**src/rtl/pll_seq_pkg.sv**
```systemverilog
// Shared types and helpers for the PLL lock / reset sequencer.
package pll_seq_pkg;

    typedef enum logic [2:0] {
        PLL_RST   = 3'd0,
        WAIT_LOCK = 3'd1,
        QUALIFY   = 3'd2,
        RELEASE   = 3'd3,
        RUN       = 3'd4
    } pll_seq_state_t;

    localparam int STAT_W = 8;

    function automatic int max3(input int a, input int b, input int c);
        int m;
        m = (a > b) ? a : b;
        return (m > c) ? m : c;
    endfunction

    function automatic logic [STAT_W-1:0] sat_inc(input logic [STAT_W-1:0] v);
        return (v == {STAT_W{1'b1}}) ? v : v + 1'b1;
    endfunction

endpackage

```
**src/rtl/pll_lock_reset_seq_sync_2ff.sv**
```systemverilog
// Two-flop synchronizer, reset to zero.
// Latency: 2 clk cycles from d to q. No backpressure.
module sync_2ff #(
    parameter int WIDTH = 1
) (
    input  logic             clk,
    input  logic             rst,
    input  logic [WIDTH-1:0] d,
    output logic [WIDTH-1:0] q
);

    logic [WIDTH-1:0] meta_q;
    logic [WIDTH-1:0] meta_d;
    logic [WIDTH-1:0] sync_q;
    logic [WIDTH-1:0] sync_d;

    always_comb begin
        meta_d = d;
        sync_d = meta_q;
    end

    always_ff @(posedge clk) begin
        if (rst) begin
            meta_q <= '0;
            sync_q <= '0;
        end else begin
            meta_q <= meta_d;
            sync_q <= sync_d;
        end
    end

    assign q = sync_q;

endmodule

```
**src/rtl/pll_lock_reset_seq.sv**
```systemverilog
// PLL reset / lock qualification and staggered per-domain reset release on refclk.
// Latency: release 2+LOCK_STABLE_CYCLES after lock; lock loss reacts on the edge locked_s drops.
// Backpressure: none. Lock/timeout statistics built only when PLL_SEQ_STATS_EN is defined.
module pll_lock_reset_seq
    import pll_seq_pkg::*;
#(
    parameter int NUM_DOMAINS         = 5,
    parameter int PLL_RST_CYCLES      = 16,
    parameter int LOCK_STABLE_CYCLES  = 4096,
    parameter int LOCK_TIMEOUT_CYCLES = 742500,
    parameter int STAGGER_CYCLES      = 64
) (
    input  logic                   refclk,
    input  logic                   rst,
    input  logic                   pll_locked_async,
    output logic                   pll_rst,
    output logic [NUM_DOMAINS-1:0] domain_rst,
    output logic                   ready,
    output logic [STAT_W-1:0]      lock_loss_count,
    output logic [STAT_W-1:0]      timeout_count,
    output logic [2:0]             state_dbg
);

    localparam int PH_MAX = max3(PLL_RST_CYCLES, LOCK_STABLE_CYCLES, LOCK_TIMEOUT_CYCLES);
    localparam int PH_W   = $clog2(PH_MAX + 1);
    localparam int ST_W   = $clog2(STAGGER_CYCLES + 1);
    localparam int IX_W   = $clog2(NUM_DOMAINS + 1);

    localparam logic [PH_W-1:0] RST_LIM = PH_W'(PLL_RST_CYCLES);
    localparam logic [PH_W-1:0] STB_LIM = PH_W'(LOCK_STABLE_CYCLES);
    localparam logic [PH_W-1:0] TO_LIM  = PH_W'(LOCK_TIMEOUT_CYCLES);
    localparam logic [ST_W-1:0] STG_LIM = ST_W'(STAGGER_CYCLES);
    localparam logic [IX_W-1:0] IDX_END = IX_W'(NUM_DOMAINS);

    logic locked_s;

    pll_seq_state_t         state_q, state_d;
    logic [PH_W-1:0]        phase_q, phase_d;
    logic [ST_W-1:0]        stag_q, stag_d;
    logic [IX_W-1:0]        idx_q, idx_d;
    logic                   pll_rst_q, pll_rst_d;
    logic [NUM_DOMAINS-1:0] dom_rst_q, dom_rst_d;
    logic                   ready_q, ready_d;

    logic [PH_W-1:0]        phase_inc;
    logic [ST_W-1:0]        stag_inc;

    sync_2ff #(
        .WIDTH (1)
    ) u_lock_sync (
        .clk (refclk),
        .rst (rst),
        .d   (pll_locked_async),
        .q   (locked_s)
    );

    assign phase_inc = phase_q + 1'b1;
    assign stag_inc  = stag_q + 1'b1;

    always_comb begin
        state_d   = state_q;
        phase_d   = phase_q;
        stag_d    = stag_q;
        idx_d     = idx_q;
        dom_rst_d = dom_rst_q;
        ready_d   = ready_q;

        case (state_q)
            PLL_RST: begin
                dom_rst_d = '1;
                ready_d   = 1'b0;
                if (phase_inc == RST_LIM) begin
                    state_d = WAIT_LOCK;
                    phase_d = '0;
                end else begin
                    phase_d = phase_inc;
                end
            end

            WAIT_LOCK: begin
                if (locked_s) begin
                    state_d = QUALIFY;
                    phase_d = '0;
                end else if (phase_inc == TO_LIM) begin
                    state_d = PLL_RST;
                    phase_d = '0;
                end else begin
                    phase_d = phase_inc;
                end
            end

            QUALIFY: begin
                // A glitch is not a loss: the PLL gets another full timeout window.
                if (!locked_s) begin
                    state_d = WAIT_LOCK;
                    phase_d = '0;
                end else if (phase_inc == STB_LIM) begin
                    state_d      = RELEASE;
                    phase_d      = '0;
                    dom_rst_d[0] = 1'b0;
                    stag_d       = '0;
                    idx_d        = IX_W'(1);
                end else begin
                    phase_d = phase_inc;
                end
            end

            RELEASE: begin
                if (!locked_s) begin
                    state_d   = PLL_RST;
                    phase_d   = '0;
                    stag_d    = '0;
                    idx_d     = '0;
                    dom_rst_d = '1;
                    ready_d   = 1'b0;
                end else if (stag_inc == STG_LIM) begin
                    stag_d = '0;
                    if (idx_q == IDX_END) begin
                        state_d = RUN;
                        ready_d = 1'b1;
                    end else begin
                        for (int i = 0; i < NUM_DOMAINS; i++) begin
                            if (idx_q == IX_W'(i)) begin
                                dom_rst_d[i] = 1'b0;
                            end
                        end
                        idx_d = idx_q + 1'b1;
                    end
                end else begin
                    stag_d = stag_inc;
                end
            end

            RUN: begin
                if (!locked_s) begin
                    state_d   = PLL_RST;
                    phase_d   = '0;
                    stag_d    = '0;
                    idx_d     = '0;
                    dom_rst_d = '1;
                    ready_d   = 1'b0;
                end
            end

            default: begin
                state_d   = PLL_RST;
                phase_d   = '0;
                stag_d    = '0;
                idx_d     = '0;
                dom_rst_d = '1;
                ready_d   = 1'b0;
            end
        endcase

        // Registered so the PLL rst pin never sees state-decode glitches.
        pll_rst_d = (state_d == PLL_RST);
    end

    always_ff @(posedge refclk) begin
        if (rst) begin
            state_q   <= PLL_RST;
            phase_q   <= '0;
            stag_q    <= '0;
            idx_q     <= '0;
            pll_rst_q <= 1'b1;
            dom_rst_q <= '1;
            ready_q   <= 1'b0;
        end else begin
            state_q   <= state_d;
            phase_q   <= phase_d;
            stag_q    <= stag_d;
            idx_q     <= idx_d;
            pll_rst_q <= pll_rst_d;
            dom_rst_q <= dom_rst_d;
            ready_q   <= ready_d;
        end
    end

`ifdef PLL_SEQ_STATS_EN
    logic              loss_evt;
    logic              to_evt;
    logic [STAT_W-1:0] loss_cnt_q, loss_cnt_d;
    logic [STAT_W-1:0] to_cnt_q, to_cnt_d;

    assign loss_evt = ((state_q == RELEASE) || (state_q == RUN)) && !locked_s;
    assign to_evt   = (state_q == WAIT_LOCK) && !locked_s && (phase_inc == TO_LIM);

    always_comb begin
        loss_cnt_d = loss_evt ? sat_inc(loss_cnt_q) : loss_cnt_q;
        to_cnt_d   = to_evt ? sat_inc(to_cnt_q) : to_cnt_q;
    end

    always_ff @(posedge refclk) begin
        if (rst) begin
            loss_cnt_q <= '0;
            to_cnt_q   <= '0;
        end else begin
            loss_cnt_q <= loss_cnt_d;
            to_cnt_q   <= to_cnt_d;
        end
    end

    assign lock_loss_count = loss_cnt_q;
    assign timeout_count   = to_cnt_q;
`else
    assign lock_loss_count = '0;
    assign timeout_count   = '0;
`endif

    assign pll_rst    = pll_rst_q;
    assign domain_rst = dom_rst_q;
    assign ready      = ready_q;
    assign state_dbg  = state_q;

endmodule
```
**config.mk**
```make
export PLATFORM = sky130hd
export DESIGN_NAME = pll_lock_reset_seq
export DESIGN_NICKNAME = d
export VERILOG_FILES = /design/src/rtl/pll_seq_pkg.sv /design/src/rtl/pll_lock_reset_seq_sync_2ff.sv /design/src/rtl/pll_lock_reset_seq.sv
export SDC_FILE = /design/constraint.sdc
export NUM_CORES = 1
export LEC_CHECK = 0
export CORE_MARGIN = 1
export CORE_UTILIZATION = 58
export DETAILED_ROUTE_END_ITERATION = 7
export DONT_BUFFER_PORTS = 1
export PLACE_DENSITY_LB_ADDON = 0.12
export SYNTH_ARGS = -nofsm -noshare
export SYNTH_HDL_FRONTEND = slang
export SYNTH_SLANG_ARGS = --single-unit
```
**constraint.sdc**
```tcl
create_clock -name refclk -period 2.9 [get_ports refclk]
set_clock_uncertainty 0.2 [all_clocks]
set_input_delay 0.145 -clock refclk [delete_from_list [all_inputs] [get_ports refclk]]
set_output_delay 0.145 -clock refclk [all_outputs]
set_load 0.02 [all_outputs]
```
==> results of run 1 <==
[timing repair]
action / 4_1_cts / 5_1_grt
resized for setup: 5 / 51
endpoints found under the hold margin: 32 / 15
pin swaps: 3 / 27
endpoints found under the setup margin: 22 / 33
setup buffers: 1 / 19
gates cloned: 0 / 0
hold buffers: 10 / 1
[area by class of cell]
cell class                      instances  area, sq um
Clock buffer                            5        68.82
Clock inverter                          3        21.27
Fill cell                             363         1185
Inverter                                7        26.28
Multi-Input combinational cell        301         1986
Sequential cell                        42        875.8
Tap cell                               67        83.83
Timing Repair Buffer                   64        539.3
[where the power goes]
group	switching, mW	internal [mW]
Combinational	0.0476	0.0263
Sequential	0.00705	0.576
Clock	0.226	0.169
[stage by stage]
stage	power [mW]	cells	area, sq um
2_1_floorplan	0.6622	392	2980
3_3_place_gp	0.6522	451	3030
3_5_place_dp	0.6532	451	3030
4_1_cts	1.040	470	3252
5_1_grt	1.080	489	3601
6_report	1.053	489	3601
[kinds of logic (layout without fill, tap and decap cells)]
| kind of cell | after synthesis | after routing | synth area share [%] |
|---|---|---|---|
| AO/OA/AOI/OAI | 97 | 97 | 22.15 |
| multiplexers | 1 | 1 | 0.3434 |
| adder cells (fa/ha/maj) | 8 | 8 | 3.434 |
| XOR/XNOR | 15 | 15 | 4.506 |
| buffers and inverters | 49 | 79 | 11.67 |
| flip-flops | 42 | 42 | 28.84 |
| AND/OR/NAND/NOR | 164 | 164 | 28.93 |
| other | 1 | 16 | 0.1286 |
[state kept, by name, indices dropped and copies added, names as in the netlist]
signal	cells
stag_q	7
u_lock_sync.meta_q	1
state_dbg	3
idx_q	3
u_lock_sync.q	1
phase_q	20
ready	1
pll_rst	1
domain_rst	5
[layer usage]
metal | wire (um) | part of all wire, %
met1 | 3602 | 43
met2 | 3913 | 47
met3 | 620 | 7.4
met4 | 192 | 2.3
met5 | 0 | 0
[how the worst max path moves through the flow]
stage / from / to / slack (ps) / cells past startpoint
2_1_floorplan: phase_q[0] / idx_q[0] / 40 / 10
3_3_place_gp: phase_q[11] / phase_q[2] / -40 / 12
3_5_place_dp: phase_q[3] / idx_q[0] / -40 / 8
4_1_cts: phase_q[0] / idx_q[0] / 2 / 10
5_1_grt: phase_q[10] / phase_q[4] / -100 / 13
6_report: phase_q[10] / phase_q[4] / -20 / 13
[cells in the mapped netlist, drive strengths merged (5+ instances only)]
master   number
nor4          6
nand2b        5
nor3         16
xnor2        10
nand4         9
ha            8
nand3        13
o2111ai       6
xor2          5
o211ai       11
a21oi        22
o31ai         6
and2          7
inv           7
clkbuf        5
buf          36
or3          10
or2           5
nor2         26
nand2        50
o21ai        26
dfxtp        42
[worst max-delay path, stage by stage (launching register included)]
cell       delay [ps]
dfxtp_2           370
buf_6             120
nand4_1           100
buf_6             140
nor4_4            230
buf_4             170
nand4_1           130
nand2_1           120
nor3_1             50
buf_4             160
a2111oi_4         450
buf_4             260
o22ai_1            90
a21oi_1           220
[cells in the final DEF (no fill, tap or decap), drive strengths merged, types with 6 or more instances in the layout]
| cell type | n |
|---|---|
| dlygate4sd3 | 11 |
| nand3 | 13 |
| nor4 | 6 |
| nor2 | 26 |
| nand4 | 9 |
| xnor2 | 10 |
| and2 | 7 |
| a21oi | 22 |
| conb | 16 |
| o211ai | 11 |
| buf | 53 |
| o21ai | 26 |
| ha | 8 |
| o2111ai | 6 |
| nand2 | 50 |
| nor3 | 16 |
| or3 | 10 |
| o31ai | 6 |
| inv | 7 |
| dfxtp | 42 |
==> impl_metrics.ini, run 1 <==
[routing]
drt-wirelength-per-cell_um = 17.03
drc = 0
avgViaCountPerCell = 6.098
wl_mm = 8.327
vias = 2982
ant_nets = 0
drt-initial-drc-count = 263
firstDrtPassIters = 5

[die]
die_area_sq_mm = 0.005314
rows = 25
core-area_sq_mm = 0.004786
die_w_um = 72.90
io_pins = 29
die_h_um = 72.90
start_util_pct = 60.92

[synth]
ys_seq_elements = 42
yosysWarnings = 0
yosysTopAreaCellShare_pct = 28.84
async_flop_share_pct = 0
syn_area_sq_mm = 0.002915
ys_top_cells_by_area = dfxtp_1, nand2_1, buf_4, o21ai_0, a21oi_1
synth_area_leader_cell = dfxtp_1
netlist_instances = 377
synth_cell_types = 61
syn_avg_cell_area_sq_um = 7.733
synth-main-ff-cell = dfxtp_1
synth-seq-area-share_pct = 28.84
synth-edff-count = 0

[global_route]
grt_usage_pct = 29.11
met1_usage_pct = 41.19
grt_overflow = 0
grt_max_degree = 28
grt_pass1_vias = 2467
top_usage_layer = met2
met2_usage_pct = 47.14
grt_pass1_wl_mm = 12.07
met3_usage_pct = 4.558
antenna_found_initial = 0

[setup_path]
critPathMaxFanout = 11
r2r-end = phase_q[4]
reg2reg_from = phase_q[10]
critPathCaptureType = flop
critPathRequiredTime_ps = 2910
rr_worst_depth = 13
critPathArrivalTime_ps = 2920
r2r_slack_ps = -20
crit_type = flop to flop
startpoint_type = flop

[placed_design]
place.detailed.hpwl_mm = 5.062
pre_cts_slack_ps = -44.72
io_buffers = 0
place.gp.congestion = 0.8579

[clock_tree]
numCtsBuffers = 5
path_clk_slew_ps = 90
cts_root_buf = clkbuf_8
clkSinkCount = 42
worstSkewPairLatency_ps = 310
cts_tree = yes
htree_levels = 2
cts_max_path_buffers = 2

[pwr]
irDropWorstVdd_uv = 229.3
p_leak_nw = 1.384
p_per_area_mw_per_mm2 = 292.3

[timing]
worst_pin_slew_ps = 680.8
max_freq_mhz = 343.0
max_slew_margin_pct = 54.46
drv_slew = 0
fin_ws_ps = -15.14
period_needed_ps = 2915
hold_viol = 0
hold_ws_ps = 78.27
finalSetupTns_ps = -15.14
period_share_pct = 100.5
finalSetupViolCount = 1

[min_path]
hold_class = primary input to flop
min-delay-start = rst
worstHoldPathCells = 3
hold_end = stag_q[3]

[layout]
drive_gt1_share_pct = 26.07
area_delta_synth_final_pct = 23.52
fin_util_pct = 75.24
nNetsFinal = 432
diodes = 0

[outcome]
failed_checks = negative setup slack
status = finished, violations left

[run]
maxCapViolations = 0
Power figures use the tool's default switching activity.
==> inputs of run 2 (changes only) <==
ABC_AREA = 1   (was default)
==> run 2 against run 1 <==
Against the previous run:
- the run now ends clean
- cell count is 16% higher
- sequential share of layout area is 2.5 points higher
- die area is 1.3% higher
- largest power group unchanged
- highest routed layer unchanged
==> impl_metrics.ini, run 2 <==
[outcome]
status = completed

[layout]
top_register = phase_q
seqCellArea_sq_um = 840.8
design_area_sq_mm = 0.003133
largest_register_ffs = 20
nNetsFinal = 512
fill_cells = 479
mostFrequentLayoutCell = nand2_1
final_cell_mix = nand2_1, nor2_1, inv_1
diodes = 0
area_delta_synth_final_pct = 6.012
multi_input_area_sq_mm = 0.001793
fin_util_pct = 65.04
drive_gt1_share_pct = 5.976

[routing]
vias = 2948
avgViaCountPerCell = 5.181
wl_mm = 6.748
firstDrtPassIters = 4
ant_nets = 0
drc = 0
drt-initial-drc-count = 176
drt-wirelength-per-cell_um = 11.86

[synth]
synth-main-ff-cell = dfxtp_1
netlist_instances = 496
synth-edff-count = 0
synth_commonest_cells = nand2_1, nor2_1, inv_1
yosysWarnings = 0
syn_area_sq_mm = 0.002955
synth_cell_types = 29
syn_avg_cell_area_sq_um = 5.958
synth_area_leader_cell = dfxtp_1
ys_top_cells_by_area = dfxtp_1, nand2_1, nor2_1, inv_1, a21oi_1
yosysTopAreaCellShare_pct = 28.45
synth_most_common_cell = nand2_1
async_flop_share_pct = 0
synth-seq-area-share_pct = 28.45
ys_seq_elements = 42

[setup_path]
critPathTopFamily = simple AND/OR/NAND/NOR gates
crit_type = flop to flop
critPathMaxStageDelay_ps = 560
critPathArrivalTime_ps = 2690
critPathCaptureType = flop
startpoint_type = flop
path_buf_inv = 1
critPathMaxFanout = 7
critPathRequiredTime_ps = 2900
crit_chain = ha_2 -> nand2_2 -> nor2_4 -> nand3_2 -> nor2_1 -> nand2_1 -> nand2_1 -> nor3_1 -> nor3_1 -> a21oi_1 -> dlygate4sd3_1
slowest_stage = dlygate4sd3_1

[clock_tree]
cts_tree = yes
worstSkewPairLatency_ps = 300
numCtsBuffers = 5
cts_max_path_buffers = 2
cts_root_buf = clkbuf_8
path_clk_slew_ps = 80
htree_levels = 2
clkSinkCount = 42

[timing]
rsz0062_at_grt = no
hold_viol = 0
worst_pin_slew_ps = 544.4
max_freq_mhz = 371.6
hold_ws_ps = 232.4
max_slew_margin_pct = 63.57
finalSetupViolCount = 0
drv_slew = 0
period_share_pct = 92.79
finalSetupTns_ps = 0
period_needed_ps = 2691

[global_route]
grt_overflow = 0
grt_usage_pct = 26.95
grt_pass1_vias = 2532
grt_max_degree = 32
antenna_found_initial = 0
grt_pass1_wl_mm = 11.32

[pwr]
p_leak_nw = 1.343
p_seq_share_pct = 52.9
net-switching-power_mw = 0.2603
switching_share_pct = 23.44
p_int_mw = 0.8503
clock_power_share_pct = 42.6
irDropWorstVdd_uv = 255.9
p_comb_share_pct = 4.5
p_per_area_mw_per_mm2 = 354.5

[die]
io_pins = 29
die_h_um = 73.38
start_util_pct = 61.35
die_w_um = 73.38
die_area_sq_mm = 0.005385
core-area_sq_mm = 0.004817
rows = 25

[placed_design]
place.gp.congestion = 0.9094
place_area_sq_mm = 0.002960
io_buffers = 0
place.detailed.hpwl_mm = 5.081

[min_path]
hold_class = flop to flop

[run]
maxCapViolations = 0
-- run 2: cell count changes in the layout (fill, tap and decap cells not counted), moves of 8 or more --
| cell | before | now |
|---|---|---|
| buf_4 | 47 | 3 |
| inv_1 | 6 | 60 |
| o21ai_0 | 22 | 6 |
| nand2_1 | 48 | 156 |
| o211ai_1 | 11 | 0 |
| or3_1 | 8 | 0 |
| nand3_1 | 11 | 25 |
| dlygate4sd3_1 | 11 | 3 |
| dfxtp_1 | 28 | 42 |
| a21oi_1 | 22 | 41 |
| nor2_1 | 26 | 78 |
-- run 2: worst reg2reg max path, delay by kind of cell, from the launching register on --
kind,cells,cell delay [ps]
adders and majority gates,1,260
DFF,1,450
AOI/OAI and AO/OA,1,80
buffers and inverters,1,560
and+or+nand+nor,8,1040
-- run 2: area by class of cell --
class                           instances  area share (%)
Sequential cell                        42           26.84
Inverter                               62           7.428
Tap cell                               67           2.676
Timing Repair Buffer                    7           2.316
Multi-Input combinational cell        383           57.23
Clock inverter                          2           1.198
Clock buffer                            6           2.316
-- run 2: kinds of logic (layout without fill, tap and decap cells) --
logic type	count (synthesis)	count (layout)	share of synthesized area, %
buf+inv	86	77	13.21
flops	42	42	28.45
compound gates	54	54	9.526
fa+ha+maj	8	8	3.387
xor+xnor	5	5	1.482
simple gates	300	300	43.82
other cells	1	16	0.1269
-- run 2: per-stage QoR --
stage	worst slack, ps	power (mW)	cells
floorplan	585.1	0.6553	511
global placement	261.3	0.6372	557
detailed placement	168.6	0.6382	557
CTS	149.6	1.117	569
global route	13.09	1.150	569
finish	209.2	1.111	569
-- run 2: path summary, 6_finish.rpt --
| kind | startpoint | end | slack, ps | cells past startpoint |
|---|---|---|---|---|
| worst min-delay path | u_lock_sync.meta_q | u_lock_sync.q | 230 | 2 |
| worst max register to register | phase_q[0] | phase_q[18] | 210 | 11 |
| worst max-delay path | phase_q[0] | phase_q[18] | 210 | 11 |
| worst min register to register | u_lock_sync.meta_q | u_lock_sync.q | 230 | 2 |
-- run 2: power groups by stage --
stage	Combinational, mW	Sequential, mW	Clock [mW]
2_1_floorplan	0.0564	0.599	0
3_3_place_gp	0.0362	0.601	0
3_5_place_dp	0.0369	0.601	0
4_1_cts	0.0496	0.588	0.480
5_1_grt	0.0562	0.589	0.505
6_report	0.0500	0.588	0.473
-- run 2: repair_timing --
| action | CTS | global route |
|---|---|---|
| setup buffers | 0 | 0 |
| hold buffers | 4 | 0 |
| gates resized for setup | 0 | 3 |
| endpoints found under the hold margin | 42 | 0 |
| endpoints found under the setup margin | 0 | 17 |
-- run 2: per-layer routing --
layer  wire (um)  vias up  track usage (%)
met5           0        -                0
met4          73        0            6.838
met3         393        8            6.310
met2        2935       68            41.36
met1        3346     1336            37.98
li1            -     1536                -
==> inputs of run 3 (changes only) <==
CELL_PAD_IN_SITES_DETAIL_PLACEMENT = 1   (was default)
CELL_PAD_IN_SITES_GLOBAL_PLACEMENT = 2   (was default)
CORE_UTILIZATION = 30   (was 58)
SETUP_SLACK_MARGIN = 0.15   (was default)
SLEW_MARGIN = 25   (was default)
==> run 3 against run 2 <==
Against the previous run:
- via count hardly changed
- non-clock buffer count rose by 4
- setup slack gained 110 ps
- maximum frequency grew 4.4%
- critical endpoint is now phase_q[14]
- die area rose by 90%
- routed wire length increased by 31%
- clock power is 5.9% higher
==> impl_metrics.ini, run 3 (synthesis gave the netlist of run 2 again) <==
[layout]
largest_register_ffs = 20
final_cell_mix = nand2_1, nor2_1, inv_1
area_delta_synth_final_pct = 10.58
top_register = phase_q
mostFrequentLayoutCell = nand2_1
drive_gt1_share_pct = 9.684
nNetsFinal = 516
diodes = 0

[clock_tree]
path_clk_slew_ps = 90
cts_tree = yes
worstSkewPairLatency_ps = 310
clkSinkCount = 42
cts_max_path_buffers = 2
cts_root_buf = clkbuf_8
numCtsBuffers = 5
htree_levels = 2

[global_route]
grt_max_degree = 32
antenna_found_initial = 0
grt_usage_pct = 18.76
grt_pass1_vias = 2946
grt_pass1_wl_mm = 14.97
grt_overflow = 0

[placed_design]
place.detailed.hpwl_mm = 6.841
io_buffers = 0
place.gp.congestion = 0.7636

[routing]
ant_nets = 0
avgViaCountPerCell = 4.644
drc = 0
drt-wirelength-per-cell_um = 13.93
vias = 2949
drt-initial-drc-count = 103
firstDrtPassIters = 6
wl_mm = 8.846

[die]
die_area_sq_mm = 0.01025
io_pins = 29
core-area_sq_mm = 0.009371
start_util_pct = 31.54
rows = 35
die_w_um = 101.3
die_h_um = 101.3

[timing]
hold_viol = 0
drv_slew = 0
finalSetupTns_ps = 0
max_slew_margin_pct = 42.92
max_freq_mhz = 388.0
hold_ws_ps = 213.7
rsz0062_at_grt = no
finalSetupViolCount = 0
period_needed_ps = 2577
period_share_pct = 88.87
worst_pin_slew_ps = 853.1

[pwr]
p_per_area_mw_per_mm2 = 349.5
irDropWorstVdd_uv = 155.9
p_leak_nw = 1.372

[setup_path]
crit_type = flop to flop
setup.worst_path.start = state_dbg[2]
crit_chain = nor2_1 -> inv_1 -> nor2_1 -> inv_1 -> nand2_1 -> nor2_1 -> buf_4 -> nor2_1 -> nand2_1 -> a21oi_1
slowest_stage = nor2_1
startpoint_type = flop
critPathCaptureType = flop
reg2reg_from = state_dbg[2]
critPathMaxStageDelay_ps = 660
critPathRequiredTime_ps = 2900
critPathArrivalTime_ps = 2570
critPathMaxFanout = 11
path_common_cell = nor2_1

[run]
maxCapViolations = 0

[min_path]
min-delay-start = u_lock_sync.meta_q
hold_class = flop to flop

[outcome]
status = completed
[run 3: area by class of cell]
class                   instances  area, sq um
well taps                     129        161.4
fillers                      1287         6103
clock inverters                 3        43.79
multi-input cells             383         1810
repair buffers                 11        102.6
inverters                      62        232.7
clock buffers                   5        68.82
flip-flops and latches         42        848.3
[run 3: repair_timing]
action                     CTS  global route
gates resized for setup      0            17
hold endpoints to repair    42             0
setup endpoints to repair    0            29
setup buffers                0             2
hold buffers                 4             0
[run 3: report_power, final]
group,internal (mW),total (mW),switching (mW)
logic,0.0138,0.0542,0.0403
clock network,0.259,0.501,0.242
registers,0.582,0.587,0.00567
total,0.854,1.14,0.288
[run 3: path summary, 6_finish.rpt]
path / to / slack [ps] / cells after the start
max: phase_q[14] / 320 / 10
min: u_lock_sync.q / 210 / 2
max reg2reg: phase_q[14] / 320 / 10
min reg2reg: u_lock_sync.q / 210 / 2
[run 3: metal layers]
layer | track usage (%) | routed length, um | part of all wire, % | vias up
met1 | 26.67 | 4738 | 54 | 1374
li1 | - | - | - | 1541
met2 | 30.46 | 3874 | 44 | 30
met5 | 0 | 0 | 0 | -
met3 | 2.484 | 180 | 2.0 | 4
met4 | 3.344 | 52 | 0.59 | 0
[run 3: critical path: cells and delay by family (launching register included)]
family	cells	cell delay, ps
flip-flops	1	530
AND/OR/NAND/NOR	6	1060
buffers and inverters	3	610
AO/OA/AOI/OAI	1	60
[run 3: through the flow]
| step | instances | setup slack, ps | total power, mW | cell area (sq um) | utilization (%) |
|---|---|---|---|---|---|
| 3_3_place_gp | 621 | 274.8 | 0.6396 | 3053 | 32.58 |
| 2_1_floorplan | 511 | 585.1 | 0.6553 | 3012 | - |
| 3_5_place_dp | 621 | 212.1 | 0.6398 | 3053 | 32.58 |
| 5_1_grt | 635 | 141.2 | 1.198 | 3268 | 34.87 |
| 6_report | 635 | 322.8 | 1.142 | 3268 | 34.87 |
| 4_1_cts | 633 | 194.5 | 1.163 | 3216 | 34.31 |
